--- src/rtl/game_sim_pkg.sv ---
// Shared widths, defaults and the sequencer state type for the board-game move logic.
// tile_to_x maps a tile index to its pixel column with one constant multiply-add.
package game_sim_pkg;
   localparam int X_W              = 10;
   localparam int TILE_W           = 4;
   localparam int TILE_SPACING_DEF = 60;
   localparam int START_X_DEF      = 20;
   localparam int NUM_TILES_DEF    = 10;

   typedef enum logic [1:0] {S_IDLE, S_MOVE, S_WAIT, S_WIN} seq_state_t;

   function automatic logic [X_W-1:0] tile_to_x(input logic [TILE_W-1:0] tile,
                                                input int start_x, input int spacing);
      return X_W'(start_x + int'(tile) * spacing);
   endfunction
endpackage

--- src/rtl/btn_debounce.sv ---
// Two-flop synchroniser, stability counter and rising-edge pulse for one raw button.
// The accepted level flips only after the synchronised input has disagreed with it long enough.
module btn_debounce #(
   parameter int CYCLES = 250000
) (
   input  logic clk_i,
   input  logic rst_i,
   input  logic btn_i,
   output logic press_o
);
   localparam int CW = $clog2(CYCLES + 1);

   logic          sync1_q, sync2_q, level_q, level_d, press_q;
   logic [CW-1:0] cnt_q, cnt_d;

   always_comb begin
      level_d = level_q;
      cnt_d   = '0;
      if (sync2_q != level_q) begin
         if (cnt_q == CW'(CYCLES)) level_d = sync2_q;
         else                      cnt_d   = cnt_q + 1'b1;
      end
   end

   always_ff @(posedge clk_i or posedge rst_i) begin
      if (rst_i) begin
         sync1_q <= 1'b0;
         sync2_q <= 1'b0;
         level_q <= 1'b0;
         cnt_q   <= '0;
         press_q <= 1'b0;
      end else begin
         sync1_q <= btn_i;
         sync2_q <= sync1_q;
         level_q <= level_d;
         cnt_q   <= cnt_d;
         press_q <= level_d & ~level_q;
      end
   end

   assign press_o = press_q;
endmodule

--- src/rtl/player_move_sequencer.sv ---
// Turn-based move generator: debounced step buttons move the current player toward the
// flag tile, one pos_valid strobe per move, then the turn passes on turn_done or timeout.
module player_move_sequencer
   import game_sim_pkg::*;
#(
   parameter int NUM_PLAYERS     = 2,
   parameter int NUM_STEPS       = 3,
   parameter int TILE_SPACING    = TILE_SPACING_DEF,
   parameter int START_X         = START_X_DEF,
   parameter int NUM_TILES       = NUM_TILES_DEF,
   parameter int OVERSHOOT_CLAMP = 0,
   parameter int DEBOUNCE_CYCLES = 250000,
   parameter int TIMEOUT_CYCLES  = 1 << 24
) (
   input  logic                          clk_i,
   input  logic                          rst_i,
   input  logic [NUM_STEPS-1:0]          btn_step_i,
   input  logic [NUM_PLAYERS-1:0]        turn_done_i,
   output logic [NUM_PLAYERS*X_W-1:0]    pos_x_o,
   output logic [NUM_PLAYERS-1:0]        pos_valid_o,
   output logic [NUM_PLAYERS*TILE_W-1:0] tile_idx_o,
   output logic [1:0]                    cur_player_o,
   output logic                          move_reject_o,
   output logic                          timeout_err_o,
   output logic                          winner_valid_o,
   output logic [1:0]                    winner_id_o
);
   localparam int TW = $clog2(TIMEOUT_CYCLES + 1);
   localparam logic [TILE_W:0] LAST_T = (TILE_W+1)'(NUM_TILES);

   logic [NUM_STEPS-1:0] press;

   generate
      for (genvar k = 0; k < NUM_STEPS; k++) begin : g_btn
         btn_debounce #(.CYCLES(DEBOUNCE_CYCLES)) u_db (
            .clk_i   (clk_i),
            .rst_i   (rst_i),
            .btn_i   (btn_step_i[k]),
            .press_o (press[k])
         );
      end
   endgenerate

   seq_state_t                          state_q;
   logic [1:0]                          cur_q, win_id_q;
   logic [NUM_PLAYERS-1:0][TILE_W-1:0]  tile_q;
   logic [NUM_PLAYERS-1:0][X_W-1:0]     x_q;
   logic [TILE_W-1:0]                   new_tile_q;
   logic [TW-1:0]                       wait_q;
   logic [NUM_PLAYERS-1:0]              pos_valid_q;
   logic                                move_reject_q, timeout_q, win_q;

   logic [TILE_W-1:0] cur_tile;
   logic              cur_done, timeout_hit;
   logic [TILE_W:0]   step_n, t_sum;
   logic [1:0]        next_player;

   // Player selection by compare loop keeps the 2-bit cur index legal for any player count.
   always_comb begin
      cur_tile = '0;
      cur_done = 1'b0;
      for (int p = 0; p < NUM_PLAYERS; p++) begin
         if (cur_q == 2'(p)) begin
            cur_tile = tile_q[p];
            cur_done = turn_done_i[p];
         end
      end
      step_n = '0;
      for (int k = NUM_STEPS - 1; k >= 0; k--) begin
         if (press[k]) step_n = (TILE_W+1)'(k + 1);
      end
      t_sum       = {1'b0, cur_tile} + step_n;
      next_player = (cur_q == 2'(NUM_PLAYERS - 1)) ? 2'd0 : cur_q + 2'd1;
      timeout_hit = (wait_q == TW'(TIMEOUT_CYCLES - 1));
   end

   always_ff @(posedge clk_i or posedge rst_i) begin
      if (rst_i) begin
         state_q       <= S_IDLE;
         cur_q         <= 2'd0;
         win_id_q      <= 2'd0;
         new_tile_q    <= '0;
         wait_q        <= '0;
         pos_valid_q   <= '0;
         move_reject_q <= 1'b0;
         timeout_q     <= 1'b0;
         win_q         <= 1'b0;
         for (int p = 0; p < NUM_PLAYERS; p++) begin
            tile_q[p] <= '0;
            x_q[p]    <= X_W'(START_X);
         end
      end else begin
         pos_valid_q   <= '0;
         move_reject_q <= 1'b0;
         case (state_q)
            S_IDLE: begin
               if (|press) begin
                  if (t_sum <= LAST_T || OVERSHOOT_CLAMP != 0) begin
                     new_tile_q <= (t_sum > LAST_T) ? TILE_W'(NUM_TILES) : t_sum[TILE_W-1:0];
                     state_q    <= S_MOVE;
                  end else begin
                     move_reject_q <= 1'b1;
                     cur_q         <= next_player;
                  end
               end
            end
            S_MOVE: begin
               for (int p = 0; p < NUM_PLAYERS; p++) begin
                  if (cur_q == 2'(p)) begin
                     tile_q[p]      <= new_tile_q;
                     x_q[p]         <= tile_to_x(new_tile_q, START_X, TILE_SPACING);
                     pos_valid_q[p] <= 1'b1;
                  end
               end
               wait_q  <= '0;
               state_q <= S_WAIT;
            end
            S_WAIT: begin
               // turn_done takes priority over a coincident timeout.
               if (cur_done || timeout_hit) begin
                  if (!cur_done) timeout_q <= 1'b1;
                  if (cur_tile == TILE_W'(NUM_TILES)) begin
                     state_q  <= S_WIN;
                     win_q    <= 1'b1;
                     win_id_q <= cur_q;
                  end else begin
                     cur_q   <= next_player;
                     state_q <= S_IDLE;
                  end
               end else begin
                  wait_q <= wait_q + 1'b1;
               end
            end
            S_WIN: begin
            end
            default: state_q <= S_IDLE;
         endcase
      end
   end

   assign pos_x_o        = x_q;
   assign tile_idx_o     = tile_q;
   assign pos_valid_o    = pos_valid_q;
   assign cur_player_o   = cur_q;
   assign move_reject_o  = move_reject_q;
   assign timeout_err_o  = timeout_q;
   assign winner_valid_o = win_q;
   assign winner_id_o    = win_id_q;
endmodule

--- config.mk ---
export PLATFORM = sky130hd
export DESIGN_NAME = player_move_sequencer
export DESIGN_NICKNAME = d
export VERILOG_FILES = /design/src/rtl/game_sim_pkg.sv /design/src/rtl/btn_debounce.sv /design/src/rtl/player_move_sequencer.sv
export SDC_FILE = /design/constraint.sdc
export NUM_CORES = 1
export LEC_CHECK = 0
export ABC_AREA = 1
export CAP_MARGIN = 20
export CORE_ASPECT_RATIO = 1.1
export CORE_MARGIN = 2
export CORE_UTILIZATION = 27
export DETAILED_ROUTE_END_ITERATION = 6
export SLEW_MARGIN = 20
export SYNTH_ARGS = -nofsm -noshare
export SYNTH_HDL_FRONTEND = slang
export SYNTH_HIERARCHICAL = 1
export SYNTH_SLANG_ARGS = --single-unit
--- constraint.sdc ---
create_clock -name clk_i -period 8.9 [get_ports clk_i]
set_input_delay 1.335 -clock clk_i [delete_from_list [all_inputs] [get_ports clk_i]]
set_output_delay 1.335 -clock clk_i [all_outputs]
set_load 0.01 [all_outputs]
-- Yosys cells after proc, flatten, opt, wreduce, memory -nomap -nowiden
Cells that the tools add are included.
- logic and storage cells: 116
- output and inout port bits: 37
- register bits: 134
- bits of input ports: 7
- equal/unequal tests: 17
- order comparisons: 2
- bitwise gates (word level): 7
- multipliers: 1
- reduce and logical (&&, ||, !) cells: 15
- add/subtract/negate cells: 7
- muxes and demuxes: 39
- operators by type and width (cell ; number):
    two-way mux 18 bit ; 6
    adder 18 x 1 -> 18 bit, second input constant ; 3
    equality test 18 bit, second input constant ; 3
    case mux 25 bit (2 select lines) ; 1
    adder 25 x 1 -> 25 bit, second input constant ; 1
    equality test 25 x 24 -> 1 bit, second input constant ; 1
    two-way mux 25 bit ; 1
    two-way mux 2 bit ; 11
    two-way mux 1 bit ; 13
    two-way mux 4 bit ; 3
    inequality test 2 bit, second input constant ; 6
    adder 5 x 10 -> 10 bit, first input constant ; 1
    two-way mux 5 bit ; 2
    AND reduction 3 bit ; 3
    multiplier 4 x 4 -> 8 bit, second input constant ; 1
    case mux 2 bit (3 select lines) ; 1
    AND reduction 2 bit ; 3
    adder 4 x 5 -> 5 bit ; 1
    greater-than comparator 5 x 4 -> 1 bit, second input constant ; 1
    less-or-equal comparator 5 x 4 -> 1 bit, second input constant ; 1
    AND reduction 5 bit ; 1
    equality test 2 x 1 -> 1 bit, second input constant ; 2
    equality test 4 bit, second input constant ; 1
    logical NOT 2 bit ; 2
    other kinds (11) ; 19

-- Longest topological paths before layout
- depth after elaboration: 8
- gate-level depth with buffers: 16
- gate-level depth less buffers: 16

-- Cells and area by module
The synthesis kept the hierarchy.
- modules (own cells, without submodules) (module ; cells each ; area each (µm²) ; instances ; sequential area each (µm²)):
    player_move_sequencer ; 512 ; 3942.5 ; 1 ; 1606.5
    btn_debounce at g_btn[0].u_db ... ; 145 ; 1216.2 ; 2 ; 550.5
    btn_debounce at g_btn[2].u_db ; 154 ; 1196.1 ; 1 ; 550.5

-- Least setup slack after synthesis
OpenSTA, ideal clock, no wires.
- path kind: register to register
- start point: register new_tile_q[0]
- end point: register x_q, in the netlist pos_x_o[9]
- buffers on the path: 0
- arrival: 2.733 ns
- required time: 8.835 ns
- stages on the path, launching flop included: 14
- setup slack: 6.101 ns
- library setup time: 0.065 ns
- clock period less this slack: 2.799 ns
- path through: dfrtp_1 fa_1 fa_1 inv_1 fa_1 xnor2_1 nand3_1 inv_1 nand3_1 nor2_1 nand2_1 nand2_1 nand2_1 nand2_1
- longest elaborated chain between the ends: 2
- RTL lines (item ; line ; text):
    start, declared ; player_move_sequencer.sv:48 ; logic [TILE_W-1:0] new_tile_q;
    start signal, assigned ; player_move_sequencer.sv:99 ; new_tile_q <= (t_sum > LAST_T) ? TILE_W'(NUM_TILES) : t_sum[TILE_W-1:0];
    multiplier 4 x 4 -> 8 bit ; game_sim_pkg.sv:14 ; return X_W'(start_x + int'(tile) * spacing);
    adder 5 x 10 -> 10 bit ; game_sim_pkg.sv:14 ;
    end signal, assigned by index ; player_move_sequencer.sv:90 ; x_q[p] <= X_W'(START_X);
    end signal, assigned by index ; player_move_sequencer.sv:111 ; x_q[p] <= tile_to_x(new_tile_q, START_X, TILE_SPACING);
    end, declared ; player_move_sequencer.sv:47 ; logic [NUM_PLAYERS-1:0][X_W-1:0] x_q;
Every way passes these cells.
A chain may end at the register's enable or synchronous reset.

-- Worst setup path in the final report
- start point: register new_tile_q[0]
- end point: register x_q, in the netlist pos_x_o[19]
Same word-level chain as after synthesis.

==> results.yml <==
placement:
  gp_congestion: 0.852
  placed_area_um2: 8360
  io_buffers: 39
  hpwl_mm: 12.2
  pre_cts_ws_ns: 5.55
finish:
  nNetsFinal: 1045
  fin_area_um2: 8970
  drive_gt1_frac: 0.0961
  antenna_cells: 0
  areaGrowthSynthToFinish_pct: 18.5
  fin_util: 0.324
floorplanning:
  rows: 64
  pin_count: 44
  die_w_um: 164
  die_area_um2: 29400
  fp.dieH_um: 180
  core_area_um2: 27700
  initial_core_util: 0.273
timing:
  final.period_utilization: 0.345
  worstMarginPinSlew_ns: 0.861
  fmax_mhz: 325
  setup_ws_ns: 5.83
  final-setup-viol-count: 0
  fin_crit_ns: 3.07
  relSlewSlack: 0.425
  holdWs_ns: 0.354
  drv_slew: 0
  rsz0062_at_grt: "no"
  fin_tns_setup_ns: 0
  hold_viol: 0
  finClkSkew_ns: 0.0106
pwr:
  vdd_drop_max_mv: 0.109
  p_int_w: 0.00106
  power.share.switching: 0.220
  seqPwrFrac: 0.442
  pwr-share-clk: 0.534
  powerDensity_nw_per_um2: 152
  p_comb_frac: 0.024
  p_leak_nw: 4.01
  switchingPower_w: 0.000299
detailed_routing:
  route.final.wire_length_mm: 16.6
  num_vias: 6121
  wl_per_cell_um: 12.0
  vias_per_cell: 4.43
  drc: 0
  drt_iter0_drc: 352
  postRouteAntennaNets: 0
  firstDrtPassIters: 5
clock_tree:
  ctsHtreeMaxLevel: 4
  clock_latency_ns: 0.42
  clk_pin_slew_ns: 0.06
  post-cts-setup-buffer-count: 0
  cts_resized: 0
  cts_buffer_depth: 2
  holdBufCountCts: 0
  cts_tree: "built"
  clock-sinks: 130
  clockRootBuffer: "clkbuf_16"
  numCtsBuffers: 17
synthesis:
  syn_area_um2: 7570
  synth-seq-cells: 130
  syn-instance-count: 956
  avgSynthCellArea_um2: 7.92
  yosysWarnings: 6
  synth.distinct_cells: 37
  ys_seq_area_frac: 0.430
critical_path:
  required_ns: 9.26
  arrival_ns: 3.43
  crit_path_start_kind: "flip-flop"
  worstPathMaxFanout: 8
  critical_path_class: "flip-flop to flip-flop"
  endpoint_kind: "flip-flop"
grt:
  grt_pass1_vias: 5979
  grt_max_degree: 65
  grt_pass1_wl_mm: 28.8
  antenna_found_initial: 0
  grt_usage: 0.119
  grt_overflow: 0
run:
  maxCapViolations: 0
hold_path:
  hold_path.class: "flip-flop to flip-flop"
run_status:
  status: "finished, final reports clean"
worst max-delay path: stages, from the launching register on:
cell and delay [ns]:
dfrtp_1 0.49, fa_1 0.55, fa_1 0.53, inv_1 0.06, fa_1 0.40, xnor2_1 0.28
nand3_1 0.18, inv_1 0.08, nand3_1 0.08, nor2_1 0.09, nand2_1 0.05, nand2_1 0.11
nand2_1 0.06, nand2_1 0.06
power groups by stage:
| stage | Combinational (W) | Clock, W | Sequential (W) |
|---|---|---|---|
| finish | 0.0000328 | 0.000726 | 0.000601 |
| global route | 0.0000394 | 0.000771 | 0.000601 |
| CTS | 0.0000347 | 0.000742 | 0.000601 |
| detailed placement | 0.0000345 | 0 | 0.000611 |
| global placement | 0.0000343 | 0 | 0.000611 |
| floorplan | 0.0000242 | 0 | 0.000610 |
per-layer routing:
| metal | vias up | wire length [um] | global-route usage | part of all wire |
|---|---|---|---|---|
| li1 | 3129 | - | - | - |
| met1 | 2881 | 8000 | 0.159 | 0.48 |
| met2 | 92 | 7790 | 0.192 | 0.47 |
| met3 | 19 | 620 | 0.0300 | 0.037 |
| met4 | 0 | 224 | 0.0344 | 0.013 |
| met5 | - | 0 | 0 | 0 |
cell usage after synthesis:
master / instances / area share
nand4_1: 24 / 0.020
o21ai_0: 31 / 0.020
nor3b_1: 2 / 0.0020
nand3b_1: 3 / 0.0030
a21o_1: 1 / 0.00099
conb_1: 1 / 0.00050
nand2b_1: 1 / 0.00083
a21oi_2: 1 / 0.0012
or2_2: 3 / 0.0025
a21oi_1: 15 / 0.0099
xor2_1: 25 / 0.029
inv_1: 115 / 0.057
inv_2: 4 / 0.0020
xnor2_2: 3 / 0.0064
nor2_8: 2 / 0.0053
nand2_2: 14 / 0.012
fa_1: 6 / 0.016
dfrtp_1: 126 / 0.42
nor2_2: 9 / 0.0074
o21ai_1: 12 / 0.0079
nor2_1: 151 / 0.075
a21boi_0: 1 / 0.00099
buf_6: 3 / 0.0045
o21bai_1: 6 / 0.0059
clkbuf_1: 4 / 0.0020
a21oi_4: 2 / 0.0043
dfstp_2: 4 / 0.014
nand2_4: 4 / 0.0059
nand3_2: 3 / 0.0040
ha_1: 25 / 0.041
nand3_1: 75 / 0.050
xnor2_1: 19 / 0.022
nor3_1: 13 / 0.0086
o22ai_1: 4 / 0.0033
nor2_4: 16 / 0.024
nand2_1: 224 / 0.11
buf_4: 4 / 0.0040
per-stage QoR:
step,std cells,power (W)
floorplan,959,0.000635
global placement,1351,0.000646
detailed placement,1351,0.000646
CTS,1383,0.00138
global route,1383,0.00141
finish,1383,0.00136
layout by cell type (no fill, tap or decap), types with 3 or more instances in the layout:
cell             instances
dfrtp_1                126
fa_1                     6
clkdlybuf4s50_1         39
o21ai_1                 12
clkinv_4                 4
nand2_4                  4
clkinvlp_4               3
nand2_2                 14
xor2_1                  25
o22ai_1                  4
o21ai_0                 31
conb_1                   4
nor3_1                  13
xnor2_1                 19
a21oi_1                 15
nor2_4                  16
ha_1                    25
nor2_2                   9
or2_2                    3
nor2_1                 151
nand3b_1                 3
inv_1                  114
nand3_1                 75
dfstp_2                  4
nand4_1                 24
nand3_2                  3
bufinv_16                3
clkbuf_16               17
inv_2                    5
nand2_1                224
o21bai_1                 6
xnor2_2                  3
final timing paths:
path                                       start                endpoint  slack [ns]  depth (start not counted)
setup reg to reg                   new_tile_q[0]             pos_x_o[19]        5.83                         13
setup / recovery                   new_tile_q[0]             pos_x_o[19]        5.83                         13
hold / removal             g_btn[0].u_db/sync1_q   g_btn[0].u_db/sync2_q        0.35                          0
max in group asynchronous                  rst_i             pos_x_o[17]        6.73                          3
hold reg to reg            g_btn[0].u_db/sync1_q   g_btn[0].u_db/sync2_q        0.35                          0
min in group asynchronous                  rst_i  g_btn[0].u_db/cnt_q[6]        1.57                          2
cell type report:
type / instances / area, um2
Clock inverter: 12 / 158
Clock buffer: 20 / 457
Tap cell: 363 / 454
Multi-Input combinational cell: 699 / 3800
Timing Repair Buffer: 40 / 398
Fill cell: 2924 / 18700
Sequential cell: 130 / 3260
Inverter: 119 / 447
state kept, by name, indices dropped and copies added, names as in the netlist, 2 cells and up:
name                cells
state_q                 2
g_btn.u_db/press_o      3
pos_x_o                16
tile_idx_o              8
g_btn.u_db/cnt_q       54
pos_valid_o             2
new_tile_q              4
g_btn.u_db/sync1_q      3
g_btn.u_db/sync2_q      3
winner_id_o             2
wait_q                 25
cur_player_o            2
g_btn.u_db/level_q      3
logic make-up (layout without fill, tap and decap cells):
group,Yosys count,in the layout,share of synthesized area
compound gates,73,73,0.0550
xor+xnor,47,47,0.0573
fa+ha+maj,31,31,0.0572
buf+inv,130,191,0.0694
flops,130,130,0.430
other cells,1,4,0.000495
simple gates,544,544,0.330
Power figures use the tool's default switching activity.
